==> config.mk <==
export PLATFORM = sky130hd
export DESIGN_NAME = normalize_round_pack_fp
export DESIGN_NICKNAME = d
export VERILOG_FILES = /design/src/rtl/normalize_round_pack_fp.sv
export SDC_FILE = /design/constraint.sdc
export NUM_CORES = 1
export LEC_CHECK = 0
export CAP_MARGIN = 30
export CORE_ASPECT_RATIO = 0.75
export CORE_UTILIZATION = 53
export DETAILED_ROUTE_END_ITERATION = 16
export MAX_ROUTING_LAYER = met4
export PLACE_DENSITY = 0.79
export SLEW_MARGIN = 15
export SYNTH_ARGS = -nofsm -noshare
export SYNTH_HDL_FRONTEND = slang
export SYNTH_SLANG_ARGS = --single-unit
==> constraint.sdc <==
create_clock -name clk -period 5.55 [get_ports clk]
set_clock_uncertainty 0.2 [all_clocks]
set_input_delay 1.3875 -clock clk [delete_from_list [all_inputs] [get_ports clk]]
set_output_delay 1.3875 -clock clk [all_outputs]
set_load 0.01 [all_outputs]
==> src/rtl/normalize_round_pack_fp.sv <==
// normalize_round_pack_fp
//   Back end of the binary32 add/sub datapath. It takes the sign, the common
//   exponent and the 48-bit mantissa sum/difference. It normalizes the
//   mantissa over one or more cycles, rounds it under the RISC-V rounding
//   mode, resolves the special cases, and returns the packed result together
//   with the fflags bits.
//
// Ports
//   clk, reset            clock; synchronous active-high reset
//   in_valid / in_ready   upstream handshake (ready only while idle)
//   sign_in, exp_in       result sign, common biased exponent (0 = subnormal)
//   mant_in[47:0]         [47] carry, [46] hidden, [45:23] fraction,
//                         [22] guard, [21:0] sticky field
//   nan_in, inf1_in, inf2_in, sign1_in, sign2_in, res_zero_in
//                         operand classification from the front end
//   rm[2:0]               rounding mode (RNE/RTZ/RDN/RUP/RMM, others -> RNE)
//   out_valid / out_ready downstream handshake
//   result[31:0]          packed binary32 result
//   fflags[4:0]           {NV, DZ, OF, UF, NX}; DZ is always 0
module normalize_round_pack_fp #(
  parameter int SHIFT_PER_CYCLE = 8
) (
  input  logic        clk,
  input  logic        reset,
  input  logic        in_valid,
  output logic        in_ready,
  input  logic        sign_in,
  input  logic [7:0]  exp_in,
  input  logic [47:0] mant_in,
  input  logic        nan_in,
  input  logic        inf1_in,
  input  logic        inf2_in,
  input  logic        sign1_in,
  input  logic        sign2_in,
  input  logic        res_zero_in,
  input  logic [2:0]  rm,
  output logic        out_valid,
  input  logic        out_ready,
  output logic [31:0] result,
  output logic [4:0]  fflags
);

  localparam logic [5:0] SPC    = 6'(SHIFT_PER_CYCLE);
  localparam logic [2:0] RM_RTZ = 3'b001;
  localparam logic [2:0] RM_RDN = 3'b010;
  localparam logic [2:0] RM_RUP = 3'b011;
  localparam logic [2:0] RM_RMM = 3'b100;

  typedef enum logic [1:0] {S_IDLE, S_NORM, S_ROUND, S_DONE} state_t;

  state_t      r_state, w_state_next;
  logic        r_sign;
  logic [9:0]  r_exp;      // the exponent never goes negative, so plain unsigned is enough
  logic [47:0] r_mant;
  logic        r_sticky;   // bits lost by the single right shift on carry-out
  logic [2:0]  r_rm;
  logic [31:0] r_result;
  logic [4:0]  r_fflags;

  logic        w_accept, w_is_nan, w_is_inf, w_is_zero;
  logic [5:0]  w_lzc, w_shamt;
  logic [9:0]  w_lim;
  logic        w_guard, w_lsb, w_stk, w_inc, w_nx, w_to_inf;
  logic [24:0] w_sig25;
  logic [23:0] w_sig;
  logic [9:0]  w_exp_r;
  logic [7:0]  w_expf;
  logic [31:0] w_rnd_result;
  logic [4:0]  w_rnd_flags;

  assign in_ready  = (r_state == S_IDLE) & ~reset;
  assign out_valid = (r_state == S_DONE);
  assign result    = r_result;
  assign fflags    = r_fflags;

  assign w_accept  = in_valid & in_ready;
  // Opposite-signed infinities make an invalid operation, just like a NaN operand.
  assign w_is_nan  = nan_in | (inf1_in & inf2_in & (sign1_in ^ sign2_in));
  assign w_is_inf  = inf1_in | inf2_in;
  assign w_is_zero = res_zero_in | (mant_in == 48'd0);

  // Leading-zero count of mant[46:0]. The highest set bit is the last one to assign.
  always_comb begin
    w_lzc = 6'd47;
    for (int i = 0; i < 47; i++) begin
      if (r_mant[i]) w_lzc = 6'(46 - i);
    end
  end

  // Per-cycle left shift: limited by the leading zeros, by the distance down to
  // exponent 1 (the subnormal floor), and by the per-cycle shifter width.
  always_comb begin
    w_lim   = r_exp - 10'd1;
    w_shamt = w_lzc;
    if ({4'b0000, w_shamt} > w_lim) w_shamt = w_lim[5:0];
    if (w_shamt > SPC) w_shamt = SPC;
  end

  // Rounding, overflow and packing from the normalized mantissa.
  always_comb begin
    w_guard = r_mant[22];
    w_lsb   = r_mant[23];
    w_stk   = (|r_mant[21:0]) | r_sticky;
    case (r_rm)
      RM_RTZ:  w_inc = 1'b0;
      RM_RDN:  w_inc = r_sign & (w_guard | w_stk);
      RM_RUP:  w_inc = ~r_sign & (w_guard | w_stk);
      RM_RMM:  w_inc = w_guard;
      default: w_inc = w_guard & (w_stk | w_lsb);
    endcase
    w_sig25 = {1'b0, r_mant[46:23]} + {24'd0, w_inc};
    if (w_sig25[24]) begin
      w_sig   = 24'h800000;
      w_exp_r = r_exp + 10'd1;
    end else begin
      w_sig   = w_sig25[23:0];
      w_exp_r = r_exp;
    end
    // A subnormal that rounds up into the hidden bit becomes the minimum normal,
    // because its exponent is already 1.
    w_expf = w_sig[23] ? w_exp_r[7:0] : 8'd0;
    w_nx   = w_guard | w_stk;
    case (r_rm)
      RM_RTZ:  w_to_inf = 1'b0;
      RM_RDN:  w_to_inf = r_sign;
      RM_RUP:  w_to_inf = ~r_sign;
      default: w_to_inf = 1'b1;
    endcase
    if (w_sig[23] && (w_exp_r >= 10'd255)) begin
      w_rnd_result = w_to_inf ? {r_sign, 31'h7F800000} : {r_sign, 31'h7F7FFFFF};
      w_rnd_flags  = 5'b00101;
    end else begin
      w_rnd_result = {r_sign, w_expf, w_sig[22:0]};
      w_rnd_flags  = {3'b000, w_nx & (w_expf == 8'd0), w_nx};
    end
  end

  always_ff @(posedge clk) begin
    if (reset) r_state <= S_IDLE;
    else       r_state <= w_state_next;
  end

  always_comb begin
    w_state_next = r_state;
    case (r_state)
      S_IDLE:  if (w_accept) w_state_next = (w_is_nan | w_is_inf | w_is_zero) ? S_DONE : S_NORM;
      S_NORM:  if (r_mant[47] || r_mant[46] || (r_exp <= 10'd1)) w_state_next = S_ROUND;
      S_ROUND: w_state_next = S_DONE;
      S_DONE:  if (out_ready) w_state_next = S_IDLE;
      default: w_state_next = S_IDLE;
    endcase
  end

  always_ff @(posedge clk) begin
    if (reset) begin
      r_sign   <= 1'b0;
      r_exp    <= 10'd0;
      r_mant   <= 48'd0;
      r_sticky <= 1'b0;
      r_rm     <= 3'd0;
      r_result <= 32'd0;
      r_fflags <= 5'd0;
    end else begin
      case (r_state)
        S_IDLE: if (w_accept) begin
          r_sign   <= sign_in;
          r_exp    <= (exp_in == 8'd0) ? 10'd1 : {2'b00, exp_in};
          r_mant   <= mant_in;
          r_sticky <= 1'b0;
          r_rm     <= rm;
          if (w_is_nan) begin
            r_result <= 32'h7FC00000;
            r_fflags <= 5'b10000;
          end else if (w_is_inf) begin
            r_result <= {inf1_in ? sign1_in : sign2_in, 31'h7F800000};
            r_fflags <= 5'b00000;
          end else if (w_is_zero) begin
            r_result <= {(rm == RM_RDN), 31'd0};
            r_fflags <= 5'b00000;
          end
        end
        S_NORM: begin
          if (r_mant[47]) begin
            r_mant   <= {1'b0, r_mant[47:1]};
            r_exp    <= r_exp + 10'd1;
            r_sticky <= r_sticky | r_mant[0];
          end else if (!r_mant[46] && (r_exp > 10'd1)) begin
            r_mant <= r_mant << w_shamt;
            r_exp  <= r_exp - {4'b0000, w_shamt};
          end
        end
        S_ROUND: begin
          r_result <= w_rnd_result;
          r_fflags <= w_rnd_flags;
        end
        default: ;
      endcase
    end
  end

endmodule

* After elaboration in Yosys (flattened, before gate mapping)
Index checks and enable logic that the tools add are counted.
Widths: inputs -> output; s select.
** Cells by class
- Add/sub/neg operators :: 4
- Order comparisons :: 5
- Equality and inequality tests :: 14
- Shift operators :: 1
- Mux-type cells :: 85
- Bitwise operators :: 20
- Reductions and logical operators :: 18
** Operator list (count)
- $mux 6 :: 48
- $mux 48 :: 3
- $mux 32 :: 4
- $pmux 48 s2 :: 1
- $pmux 32 s2 :: 1
- $logic_not 48->1 :: 1
- $mux 24 :: 2
- $shl 48x6->48 :: 1
- $mux 10 :: 4
- $mux 31 :: 1
- $add 24x1->25 :: 1
- $reduce_or 22->1 :: 1
- $mux 5 :: 4
- $pmux 10 s2 :: 1
- $logic_not 8->1 :: 2
- $mux 8 :: 2
- $reduce_and 3->1 :: 4
- $add 10x1->10 const B :: 1
- $ge 10x8->1 const B :: 1
- $gt 10x1->1 const B :: 1
- $gt 6x10->1 :: 1
- $le 10x1->1 const B :: 1
- $pmux 5 s2 :: 1
- $sub 10x1->10 const B :: 1
- 28 further kinds :: 59
** Word-level totals
- Register bits after elaboration :: 102
- Bits of input ports :: 70
- Output and inout port bits :: 39
- Logic and storage cells :: 156

* Depth between registers and ports, before layout
- Depth in word-level cells :: 55
- Mapped depth :: 27
- Mapped depth without buffers :: 24

* Worst setup path before layout
OpenSTA, ideal clock, no wires.
- Path kind :: register to register
- Start :: register r_mant[39]
- End :: register r_exp[8]
- Library setup time :: 0.128 ns
- Arrival time :: 4.961 ns
- Data required time :: 5.222 ns
- Slack :: 0.262 ns
- Cell stages (with the launch flop) :: 28
- Path buffers :: 3
- Period minus slack after synthesis :: 5.288 ns
- Cell sequence :: dfxtp_1 -> buf_4 -> or4_1 -> nand2_1 -> o21a_1 -> nor2b_1 -> inv_1 -> ha_1 -> nand3_1 -> a21oi_1 -> o21ai_0 -> a21oi_2 -> o21a_2 -> inv_1 -> buf_2 -> buf_2 -> ha_1 -> inv_1 -> fa_1 -> a21o_1 -> a21oi_1 -> o21bai_1 -> a21oi_1 -> and3b_1 -> a41oi_1 -> a21o_1 -> a21oi_1 -> nor2_1
** On the way
- Cells in the longest elaborated chain, start to end :: 16
** RTL lines
- start: declaration :: line 54 : logic [47:0] r_mant;
- start signal: assignment :: line 168 : r_mant <= mant_in;
- start signal: assignment :: line 184 : r_mant <= {1'b0, r_mant[47:1]};
- start signal: assignment :: line 188 : r_mant <= r_mant << w_shamt;
- $mux 6 * (8 in a row) :: line 86 : if (r_mant[i]) w_lzc = 6'(46 - i);
- $gt 6x10->1 :: line 95 : if ({4'b0000, w_shamt} > w_lim) w_shamt = w_lim[5:0];
- $mux 6 * :: line 95
- $gt 6x4->1 :: line 96 : if (w_shamt > SPC) w_shamt = SPC;
- $mux 6 * :: line 96
- $sub 10x6->10 * :: line 189 : r_exp <= r_exp - {4'b0000, w_shamt};
- $mux 10 * :: line 187 : end else if (!r_mant[46] && (r_exp > 10'd1)) begin
- $mux 10 * :: line 183 : if (r_mant[47]) begin
- $pmux 10 s2 * :: line 164 : case (r_state)
- end signal: assignment :: line 167 : r_exp <= (exp_in == 8'd0) ? 10'd1 : {2'b00, exp_in};
- end signal: assignment :: line 185 : r_exp <= r_exp + 10'd1;
- end signal: assignment :: line 189
- end: declaration :: line 53 : logic [9:0] r_exp;
Mark *: on every way between the ends. The rest lies on a longest branch, timed or not. The select of a mux whose other input is x is not followed.
A chain may end at the register's enable or synchronous reset.

* Worst setup path in the final report
- Start :: register r_mant[25]
- End :: register r_exp[8]
** On the way
- Cells in the longest elaborated chain, start to end :: 30
** RTL lines (line)
- $mux 6 * (22 in a row) :: 86
- $gt 6x10->1 :: 95
- $mux 6 * :: 95
- $gt 6x4->1 :: 96
- $mux 6 * :: 96
- $sub 10x6->10 * :: 189
- $mux 10 * :: 187
- $mux 10 * :: 183
- $pmux 10 s2 * :: 164
Marked as above.

==> results.py <==
metrics = {
    "grt": {
        "grt_pass1_wl_um": 56300,
        "grt.busiest_layer": "met1",
        "grt_max_degree": 98,
        "gr-usage-met3_pct": 9.39,
        "met2_usage_pct": 55.1,
        "grt_util_met1_pct": 56.3,
        "antenna_found_initial": 0,
        "grt_pass1_vias": 10000,
        "grt_overflow": 0,
        "grtUsageTotal_pct": 40.1,
    },
    "cells_and_area": {
        "fin_cells": 1605,
        "area_growth_pct": 17.1,
        "layout_commonest_cell": "nand2_1",
        "drive_gt1_share_pct": 9.35,
        "final_cell_mix": "nand2_1 (169), clkdlybuf4s50_1 (106), dfxtp_1 (100)",
        "antennaDiodeCount": 0,
        "nets": 1457,
        "fin_area_um2": 11100,
    },
    "placed_design": {
        "io_buffers": 107,
        "dp_hpwl_um": 26000,
        "gp_congestion": 1.02,
        "dpl_cell_area_um2": 10800,
        "dp.cells": 1588,
    },
    "drt": {
        "dr.pass1.iters": 7,
        "viasPerCell": 6.84,
        "finalWirelength_um": 35600,
        "wire_per_inst_um": 22.2,
        "vias": 11000,
        "drc": 0,
        "drt.antenna.violating_nets": 0,
        "drt_iter0_markers": 1614,
    },
    "synth": {
        "async_flop_share_pct": 0,
        "synth_largest_area_cell": "dfxtp_1",
        "synth-edff-count": 0,
        "synth.top_cell.area_share_pct": 21.3,
        "synth-seq-cells": 101,
        "synth_cells": 1306,
        "syn-cell-area_um2": 9480,
        "synth_top_flop_cell": "dfxtp_1",
        "synth.avg_cell_area_um2": 7.26,
        "yosysUniqueCellTypes": 89,
        "synthTopCellsByArea": "dfxtp_1 (21%), mux2i_1 (8.2%), nand2_1 (6.7%)",
        "yosysSeqAreaShare_pct": 21.3,
        "ys_warn_count": 0,
    },
    "clocking": {
        "cts-root-buf": "clkbuf_16",
        "cts_tree": "built",
        "insertion_delay_ns": 0.37,
        "cts.path.max_buffers": 2,
        "cts_setup_buffers": 0,
        "cts-buffers-inserted": 9,
        "cts_sinks": 101,
        "clk_pin_slew_ns": 0.08,
        "cts_htree_levels": 3,
    },
    "critical_path": {
        "r2r_start": "r_mant[25]",
        "worstPathRequired_ns": 5.58,
        "reg2regPathDepth": 23,
        "r2r-end": "r_exp[8]",
        "slowest_stage": "nor4_1",
        "slowest_delay_ns": 0.56,
        "cp.arrival_ns": 5.10,
        "endpoint_kind": "flop",
        "critical-path-top-delay-family": "compound AO/OA/AOI/OAI gates",
        "critPathKind": "flop to flop",
        "ff2ff_setup_slack_ns": 0.48,
        "startpoint_type": "flop",
        "cp_common_cell": "a21oi_1",
        "crit_fanout": 3,
        "worstPathCellList": "nor4_1 -> nand3_1 -> nor4_1 -> nor3b_1 -> ha_1 -> nand3_1 -> o21a_1 -> o221a_2 -> o2111ai_1 -> o21a_2 -> inv_2 -> ha_1 -> inv_1 -> fa_1 -> a21o_1 -> a21oi_1 -> o21bai_1 -> a21oi_1 -> and3b_1 -> a41oi_1 -> a21o_1 -> a21oi_1 -> nor2_1",
        "path_buf_inv": 2,
    },
    "sta": {
        "slew_headroom_pct": 33.9,
        "period_minus_slack_ns": 5.07,
        "drv_slew": 0,
        "tightest_slew_ns": 0.991,
        "hold_viol_final": 0,
        "finalCritPeriodShare_pct": 91.4,
        "setup_viol": 0,
        "fin_setup_tns_ns": 0,
        "fmax_mhz": 197,
        "rsz0062_at_grt": "false",
    },
    "min_path": {
        "min_from": "fflags[2]",
        "holdPathStages": 2,
        "hold_path_class": "flop to flop",
        "hold_end": "fflags[2]",
    },
    "die": {
        "io_pins": 109,
        "die_area_um2": 18400,
        "coreArea_um2": 17100,
        "rows": 41,
        "die_width_um": 156,
        "dieHeight_um": 118,
        "initial_core_util_pct": 55.3,
    },
    "run": {
        "drv_cap": 0,
    },
    "status": {
        "outcome": "finished clean",
    },
}
-- Yosys cell counts (all sizes together), types with 7 or more instances --
cell,instances
nor2,92
nor2b,10
or4,7
o211ai,18
a31oi,18
and4,8
inv,37
buf,47
o31ai,7
and3,10
nand3,38
or3,11
o21ai,95
a211oi,43
nand2,169
xnor2,24
a22o,24
a21o,7
a221oi,21
o22ai,7
nor3,51
mux2i,80
o21a,10
dfxtp,101
nor4,36
clkbuf,82
ha,22
a21oi,73
a22oi,33
nand4,15
nand2b,10
xor2,14
-- what timing repair did --
item / CTS / global route
hold buffers: 0 / 0
resized for setup: 0 / 2
setup endpoints to repair: 0 / 2
-- registers in the layout, summed over array words and instances (netlist names) --
signal,cells
r_exp,10
r_state,2
r_sign,1
r_rm,3
result,32
r_sticky,1
r_mant,48
fflags,4
-- metal layers --
layer	routed length [um]	up-vias
met2	14600	755
met4	1330	0
met5	0	-
li1	-	5012
met3	4370	110
met1	15300	5096
-- how the worst max path moves through the flow --
stage,to,depth (start not counted),start,slack (ns)
2_1_floorplan,r_exp[8],27,r_mant[39],0.26
3_3_place_gp,r_exp[8],24,r_mant[39],0.42
3_5_place_dp,r_exp[8],23,r_mant[25],0.35
4_1_cts,r_exp[8],24,r_mant[7],0.33
5_1_grt,r_exp[8],24,r_mant[8],0.006
6_report,r_exp[8],23,r_mant[25],0.48
-- cell families (layout without fill, tap and decap cells) --
family                     Yosys count  after routing  share of synthesized area [%]
and+or+nand+nor                    473            473                           24.0
other                                2              3                         0.0792
xor gates and xnor gates            38             38                           3.51
adders and majority gates           23             23                           3.12
DFF                                101            101                           21.3
AOI/OAI and AO/OA                  422            422                           31.4
muxes                               81             81                           8.65
buffers and inverters              166            228                           7.86
-- worst register-to-register path, cell delays in order, from the launching register on --
cell	delay [ns]
dfxtp_1	0.31
nor4_1	0.56
nand3_1	0.18
nor4_1	0.35
nor3b_1	0.25
ha_1	0.30
nand3_1	0.09
o21a_1	0.15
o221a_2	0.22
o2111ai_1	0.15
o21a_2	0.18
inv_2	0.06
ha_1	0.16
inv_1	0.06
fa_1	0.39
a21o_1	0.17
a21oi_1	0.23
o21bai_1	0.09
a21oi_1	0.18
and3b_1	0.19
a41oi_1	0.06
a21o_1	0.22
a21oi_1	0.14
nor2_1	0.05
-- metrics by stage --
stage	utilization, %	hold WS, ns	setup slack (ns)
finish	64.8	0.258	0.479
global route	64.8	0.289	0.00638
floorplan	-	0.253	0.262
global placement	62.9	0.233	0.424
detailed placement	62.9	0.254	0.348
CTS	64.7	0.261	0.332
-- area by class of cell --
class                      instances  area, um2
timing repair buffer             175       1590
clock inverter                     6       78.8
sequential                       101       2020
fill                            1602       6040
tap                              236        295
multi-input combinational       1040       6730
clock buffer                      10        239
inverter                          37        146
Power is not shown: default switching activity piles up to over one toggle a cycle in this logic, so the estimate is an artifact.
